**src/rtl/seg7_scan_capture.sv**
```systemverilog
// Multiplexed 7-segment bus capture: glitch filter, decode to BCD, frame handshake.
// Optional SEG7_OVERRUN_EN adds a sticky overrun flag for frames dropped while one is held.
module seg7_scan_capture #(
  parameter int DIGITS     = 4,
  parameter int STABLE_CNT = 3
) (
  input  logic                  clk,
  input  logic                  rst_n,
  input  logic [6:0]            seg_in,
  input  logic [DIGITS-1:0]     dig_en,
  input  logic                  inv,
  output logic [4*DIGITS-1:0]   bcd_out,
  output logic [DIGITS-1:0]     seg_err,
  output logic                  frame_valid,
`ifdef SEG7_OVERRUN_EN
  output logic                  overrun,
`endif
  input  logic                  frame_ack
);

  typedef enum logic {
    COLLECT,
    HOLD
  } state_t;

  localparam logic [3:0]        STB  = 4'(STABLE_CNT);
  localparam logic [DIGITS-1:0] ALL  = {DIGITS{1'b1}};
  localparam logic [DIGITS-1:0] ONE  = DIGITS'(1);

  logic [6:0]          seg_q;
  logic [DIGITS-1:0]   en_q;
  logic                inv_q;
  logic [6:0]          prev_p;
  logic [DIGITS-1:0]   prev_en;
  logic [3:0]          cnt;
  logic [3:0]          cnt_nxt;
  logic [DIGITS-1:0]   seen;
  logic [DIGITS-1:0]   seen_nxt;
  logic [4*DIGITS-1:0] stage_bcd;
  logic [DIGITS-1:0]   stage_err;
  logic                offer;
  state_t              state;
  state_t              state_nxt;

  logic [6:0] p;
  logic       onehot;
  logic       same;
  logic       accept;
  logic       complete;
  logic [4:0] dec;
  logic       load;
  logic       valid_nxt;

  function automatic logic [4:0] decode(input logic [6:0] s);
    logic [4:0] r;
    r = 5'h1F;
    case (s)
      7'b1111110: r = 5'h00;
      7'b0110000: r = 5'h01;
      7'b1101101: r = 5'h02;
      7'b1111001: r = 5'h03;
      7'b0110011: r = 5'h04;
      7'b1011011: r = 5'h05;
      7'b1011111: r = 5'h06;
      7'b1110000: r = 5'h07;
      7'b1111111: r = 5'h08;
      7'b1111011: r = 5'h09;
      default:    r = 5'h1F;
    endcase
    return r;
  endfunction

  always_ff @(posedge clk or negedge rst_n) begin
    if (!rst_n) begin
      seg_q <= '0;
      en_q  <= '0;
      inv_q <= 1'b0;
    end else begin
      seg_q <= seg_in;
      en_q  <= dig_en;
      inv_q <= inv;
    end
  end

  assign p      = inv_q ? ~seg_q : seg_q;
  assign onehot = (en_q != '0) && ((en_q & (en_q - ONE)) == '0);
  assign same   = (p == prev_p) && (en_q == prev_en);
  assign dec    = decode(p);

  always_comb begin
    cnt_nxt = '0;
    if (onehot) begin
      if (same)
        cnt_nxt = (cnt == STB) ? cnt : cnt + 4'd1;
      else
        cnt_nxt = 4'd1;
    end
  end

  // Fires only on the edge the run reaches STB, so a long stable run accepts once.
  assign accept   = onehot && (cnt_nxt == STB) && (cnt != STB);
  assign seen_nxt = seen | (accept ? en_q : '0);
  assign complete = accept && (seen_nxt == ALL);

  always_ff @(posedge clk or negedge rst_n) begin
    if (!rst_n) begin
      prev_p    <= '0;
      prev_en   <= '0;
      cnt       <= '0;
      seen      <= '0;
      stage_bcd <= '0;
      stage_err <= '0;
      offer     <= 1'b0;
    end else begin
      prev_p  <= p;
      prev_en <= en_q;
      cnt     <= cnt_nxt;
      seen    <= complete ? '0 : seen_nxt;
      offer   <= complete;
      for (int i = 0; i < DIGITS; i++) begin
        if (accept && en_q[i]) begin
          stage_bcd[4*i +: 4] <= dec[3:0];
          stage_err[i]        <= dec[4];
        end
      end
    end
  end

  always_comb begin
    state_nxt = state;
    load      = 1'b0;
    valid_nxt = frame_valid;
    unique case (state)
      COLLECT: begin
        if (offer) begin
          load      = 1'b1;
          valid_nxt = 1'b1;
          state_nxt = HOLD;
        end
      end
      HOLD: begin
        if (frame_ack) begin
          if (offer) begin
            load = 1'b1;
          end else begin
            valid_nxt = 1'b0;
            state_nxt = COLLECT;
          end
        end
      end
      default: state_nxt = COLLECT;
    endcase
  end

  always_ff @(posedge clk or negedge rst_n) begin
    if (!rst_n) begin
      state       <= COLLECT;
      frame_valid <= 1'b0;
      bcd_out     <= '0;
      seg_err     <= '0;
    end else begin
      state       <= state_nxt;
      frame_valid <= valid_nxt;
      if (load) begin
        bcd_out <= stage_bcd;
        seg_err <= stage_err;
      end
    end
  end

`ifdef SEG7_OVERRUN_EN
  always_ff @(posedge clk or negedge rst_n) begin
    if (!rst_n)
      overrun <= 1'b0;
    else if (state == HOLD && frame_ack)
      overrun <= 1'b0;
    else if (state == HOLD && offer)
      overrun <= 1'b1;
  end
`endif

endmodule

```
**config.mk**
```make
export PLATFORM = sky130hd
export DESIGN_NAME = seg7_scan_capture
export DESIGN_NICKNAME = d
export VERILOG_FILES = /design/src/rtl/seg7_scan_capture.sv
export SDC_FILE = /design/constraint.sdc
export NUM_CORES = 1
export LEC_CHECK = 0
export ABC_AREA = 1
export CAP_MARGIN = 5
export CORE_MARGIN = 2
export CORE_UTILIZATION = 56
export DETAILED_ROUTE_END_ITERATION = 8
export PLACE_DENSITY = 0.79
export SLEW_MARGIN = 10
export SYNTH_ARGS = -nofsm -noshare
export SYNTH_HDL_FRONTEND = slang
export SYNTH_SLANG_ARGS = --single-unit
```
**constraint.sdc**
```tcl
create_clock -name clk -period 2.55 [get_ports clk]
set_clock_uncertainty 0.05 [all_clocks]
set_input_delay 0.3825 -clock clk [delete_from_list [all_inputs] [get_ports clk]]
set_output_delay 0.3825 -clock clk [all_outputs]
set_load 0.005 [all_outputs]
```
# --- Word level (Yosys, flattened, before mapping) ---
# Index checks and enable logic that the tools add are counted.
classes:
  n_mux: 16
  bitwise: 4
  reduce_logical: 12
  eq_ne: 19
  add_sub_neg: 2
op_table:
  columns: ["op", "count"]
  rows:
  - ["7-bit equality test, second input constant", 8]
  - ["5-bit one-hot mux with 10 select lines", 1]
  - ["4-bit two-way mux", 5]
  - ["7-bit by 6-bit equality test with 1-bit output, second input constant", 2]
  - ["1-bit logical AND", 9]
  - ["4-bit by 2-bit equality test with 1-bit output, second input constant", 2]
  - ["7-bit equality test", 1]
  - ["7-bit two-way mux", 1]
  - ["7-bit NOT", 1]
  - ["1-bit two-way mux", 6]
  - ["2-bit inequality test, second input constant", 3]
  - ["1-bit one-hot mux with 2 select lines", 3]
  - ["4-bit by 1-bit adder with 4-bit output, second input constant", 1]
  - ["4-bit AND", 1]
  - ["4-bit equality test", 1]
  - ["4-bit equality test, second input constant", 1]
  - ["4-bit zero test", 1]
  - ["4-bit by 2-bit inequality test with 1-bit output, second input constant", 1]
  - ["4-bit bitwise OR", 1]
  - ["4-bit nonzero test", 1]
  - ["4-bit by 1-bit subtractor with 4-bit output, second input constant", 1]
  - ["3-bit AND reduction", 1]
  - ["1-bit NOT", 1]
word_totals:
  reg_bits: 74
  input_bits: 15
  output_inout_bits: 21
  elab_cells: 73

# --- Depth between registers and ports, before layout ---
depth:
  depth_word: 14
  mapped_depth: 16
  mapped_depth_nobuf: 15

# --- Worst setup path after synthesis ---
# No wires, ideal clock.
synth_timing:
  path_type: "reg-to-reg"
  startpoint: "register inv_q"
  endpoint: "register seen[0]"
  path_stages_with_launch: 16
  required_ns: 2.382
  path_buffers: 1
  path_slack_ns: 0.604
  t_arrival_ns: 1.778
  period_less_slack_ns: 1.946
  setup_time_ns: 0.118
  path_cell_list: "dfrtp_1 > inv_2 > buf_12 > nand2_2 > nand2_4 > nand2_2 > nand2_2 > nand2_2 > nor2_4 > nand3_4 > nor2_8 > nand2_2 > a21oi_2 > nand3_2 > nor2_4 > nor2_2"
synth_via:
  elab_chain_cells: 13
synth_lines:
  columns: ["item", "line", "rtl"]
  rows:
  - ["from (decl)", "32", "logic inv_q;"]
  - ["from (signal assigned)", "81", "inv_q <= inv;"]
  - ["7-bit two-way mux *", "85", "assign p = inv_q ? ~seg_q : seg_q;"]
  - ["via p[4]", "45", "logic [6:0] p;"]
  - ["7-bit equality test *", "87", "assign same = (p == prev_p) && (en_q == prev_en);"]
  - ["1-bit logical AND *", "87", null]
  - ["4-bit two-way mux *", "93", "if (same)"]
  - ["4-bit two-way mux *", "92", "if (onehot) begin"]
  - ["4-bit by 2-bit equality test with 1-bit output *", "101", "assign accept = onehot && (cnt_nxt == STB) && (cnt != STB);"]
  - ["1-bit logical AND * (2 in a row)", "101", null]
  - ["4-bit two-way mux", "102", "assign seen_nxt = seen | (accept ? en_q : '0);"]
  - ["4-bit bitwise OR", "102", null]
  - ["4-bit equality test", "103", "assign complete = accept && (seen_nxt == ALL);"]
  - ["1-bit logical AND *", "103", null]
  - ["via complete", "49", "logic complete;"]
  - ["4-bit two-way mux *", "118", "seen <= complete ? '0 : seen_nxt;"]
  - ["to (signal assigned)", "118", null]
  - ["to (decl)", "37", "logic [DIGITS-1:0] seen;"]
# The timed path passes the listed nets; every way through them passes the cells marked *.
# A chain may end at the register's enable or synchronous reset.

# --- Worst setup path after layout ---
layout_timing:
  startpoint: "register inv_q"
  endpoint: "register stage_bcd[13]"
layout_via:
  elab_chain_cells: 9
  word_cells_on_any_way: 20
  cone_classes: "12 x eq/ne; 4 x mux; 4 x reduce/logical"
layout_lines:
  columns: ["item", "line", "rtl"]
  rows:
  - ["7-bit two-way mux *", "85", null]
  - ["via p[0]", "45", null]
  - ["7-bit equality test", "87", null]
  - ["1-bit logical AND", "87", null]
  - ["4-bit two-way mux", "93", null]
  - ["4-bit two-way mux", "92", null]
  - ["4-bit by 2-bit equality test with 1-bit output", "101", null]
  - ["1-bit logical AND (2 in a row)", "101", null]
  - ["1-bit logical AND", "121", "if (accept && en_q[i]) begin"]
  - ["to (signal, indexed assignment)", "122", "stage_bcd[4*i +: 4] <= dec[3:0];"]
  - ["to (decl)", "39", "logic [4*DIGITS-1:0] stage_bcd;"]
# Marked as above.

==> results.sh <==
export IMPL_total_power_w=0.00240
export IMPL_drt_iter0_drc=109
export IMPL_syn_area_mm2=0.00346
export IMPL_row_count=28
export IMPL_slew_violations=0
export IMPL_syn_to_final_growth_pct=19.3
export IMPL_core_mm2=0.00596
export IMPL_dp_final_hpwl_mm=4.54
export IMPL_clock_sinks=74
export IMPL_period_needed_ns=2.24
export IMPL_clockBufferDepth=2
export IMPL_via_per_inst=4.99
export IMPL_synth_edf_count=0
export IMPL_multi_input_area_mm2=0.00129
export IMPL_register_area_mm2=0.00185
export IMPL_ctsResizeCount=0
export IMPL_status="finished, final reports clean"
export IMPL_end_kind="register"
export IMPL_synth_area_per_cell_um2=8.92
export IMPL_clk_pin_slew_ns=0.08
export IMPL_top_layer="met4"
export IMPL_wl_met2_mm=2.98
export IMPL_grt_overflow=0
export IMPL_async_reset_ff_share_pct=100
export IMPL_layout_commonest_cell="nand2_1"
export IMPL_fillCellCount=471
export IMPL_syn_inst=388
export IMPL_worst_path_max_fanout=13
export IMPL_cts_buffers=9
export IMPL_whs_ns=0.418
export IMPL_die_y_um=82.6
export IMPL_cts_root_buf="clkbuf_8"
export IMPL_hold_violations=0
export IMPL_drc=0
export IMPL_start_kind="register"
export IMPL_grt_util_all_layers_pct=21.6
export IMPL_cts_hold_buf=1
export IMPL_cts_tree="yes"
export IMPL_wire_per_inst_um=12.1
export IMPL_drive_above_1_share_pct=17.8
export IMPL_power_leakage_nw=2.09
export IMPL_synth_fp_nets=404
export IMPL_rsz0062_at_grt="no"
export IMPL_clk_latency_ns=0.35
export IMPL_htree_levels=3
export IMPL_final_cell_mix="nand2_1 (94), dfrtp_1 (74), inv_1 (60), clkdlybuf4s50_1 (34), nor2_1 (25)"
export IMPL_vdd_ir_drop_worst_v=0.000411
export IMPL_place_gp_congestion=0.861
export IMPL_drv_cap=0
export IMPL_criticalPathCategory="reg2reg"
export IMPL_die_area_mm2=0.00683
export IMPL_grt_max_degree=49
export IMPL_cp_arrival_ns=2.41
export IMPL_slew_headroom_pct=59.2
export IMPL_dr_wl_met3_um=302
export IMPL_tightestPinTransition_ns=0.612
export IMPL_fin_area_mm2=0.00413
export IMPL_ys_ff_latch=74
export IMPL_fp_dieW_um=82.6
export IMPL_antenna_found_initial=0
export IMPL_dr_pass1_iters=4
export IMPL_yosysSeqAreaShare_pct=53.5
export IMPL_met1Wirelength_mm=2.77
export IMPL_grt_pass1_wl_mm=11.0
export IMPL_finalSetupTns_ns=0
export IMPL_finalSetupViolCount=0
export IMPL_cts_setup_buffers=0
export IMPL_finalCritPeriodShare_pct=87.7
export IMPL_max_freq_mhz=447
export IMPL_synthFlopType="dfrtp_1"
export IMPL_worstPathRequired_ns=2.72
export IMPL_nets=449
export IMPL_ios=36
export IMPL_final_antenna_net_count=0
export IMPL_yosysWarnings=0
export IMPL_port_buffers=35
export IMPL_powerDensity_mw_per_mm2=582
export IMPL_grt_pass1_vias=2575
export IMPL_start_util_pct=58.1
export IMPL_antenna_cells=0
export IMPL_ys_types=36
export IMPL_via_count=2553
export IMPL_hp_class="in2reg"
export IMPL_placed_area_mm2=0.00390
export IMPL_drt_total_wl_mm=6.21
## routing by layer
metal | global-route usage [%] | vias to the layer above
met4 | 12.0 | 0
met3 | 4.24 | 18
li1 | - | 1286
met1 | 26.5 | 1174
met5 | 0 | -
met2 | 35.8 | 75
## power breakdown
| part | leakage, nW | switching [W] | internal [W] |
|---|---|---|---|
| clock network | 0.102 | 0.000437 | 0.000548 |
| logic | 1.01 | 0.000133 | 0.0000697 |
| registers | 0.980 | 0.0000190 | 0.00120 |
## flip-flops by register name (all words and copies together) (netlist names)
register,count
state,1
seg_q,7
seen,4
en_q,4
prev_en,4
inv_q,1
prev_p,7
cnt,4
offer,1
stage_err,4
bcd_out,16
seg_err,4
frame_valid,1
stage_bcd,16
## path summary, 6_finish.rpt
check	startpoint	end	slack (ns)	depth (start not counted)
hold reg to reg	bcd_out[5]$_DFFE_PN0P_	bcd_out[5]$_DFFE_PN0P_	0.43	2
hold / removal	dig_en[0]	en_q[0]$_DFF_PN0_	0.42	1
setup reg to reg	inv_q$_DFF_PN0_	stage_bcd[13]$_DFFE_PN0P_	0.31	12
min in group asynchronous	rst_n	bcd_out[4]$_DFFE_PN0P_	0.52	2
max in group asynchronous	rst_n	seg_q[4]$_DFF_PN0_	1.27	3
setup / recovery	inv_q$_DFF_PN0_	stage_bcd[13]$_DFFE_PN0P_	0.31	12
## cell families (layout without fill, tap and decap cells)
family                   after synthesis  after routing  synth area share, %
AND/OR/NAND/NOR                      182            182                 27.6
buffers and inverters                 76            125                 9.07
flip-flops                            74             74                 53.5
AO/OA/AOI/OAI                         48             48                 7.41
multiplexers                           4              4                 1.30
XOR/XNOR                               3              3                0.759
adder cells (fa/ha/maj)                1              1                0.361
## cell usage after synthesis, types with 5 or more instances
| cell type | n | area [µm²] |
|---|---|---|
| nand3_2 | 6 | 60.1 |
| dfrtp_1 | 74 | 1850 |
| nor3_1 | 5 | 25.0 |
| nand2_2 | 17 | 106 |
| inv_2 | 5 | 18.8 |
| a21oi_1 | 14 | 70.1 |
| o21ai_0 | 19 | 95.1 |
| nand2_4 | 8 | 90.1 |
| nand3_1 | 13 | 65.1 |
| o21ai_1 | 9 | 45.0 |
| nand2_1 | 94 | 353 |
| inv_1 | 60 | 225 |
| nor2_1 | 25 | 93.8 |
## worst max-delay path, cell delays in order, from the launching register on
cell and delay [ns]:
dfrtp_1 0.39, inv_2 0.23, nand2_1 0.08, nand2_1 0.17, nand2_1 0.07, nand2_1 0.08
nand2_2 0.09, nor2_8 0.15, nand3_4 0.10, nor2_8 0.13, nand3_1 0.29, nor2_1 0.22
a21oi_1 0.06
## stage by stage
stage | util [%] | instances | setup slack, ns
2_1_floorplan | - | 388 | 0.604
3_3_place_gp | 65.5 | 496 | 0.405
3_5_place_dp | 65.5 | 496 | 0.315
4_1_cts | 69.3 | 512 | 0.317
5_1_grt | 69.3 | 512 | 0.0222
6_report | 69.3 | 512 | 0.314
## final cells by class
class	count	area share, %
inverter	67	6.09
tap	75	2.27
multi-input combinational	238	31.4
timing repair buffer	43	10.2
clock inverter	6	2.24
sequential	74	44.8
clock buffer	9	3.00
(Power assumes the default switching activity.)
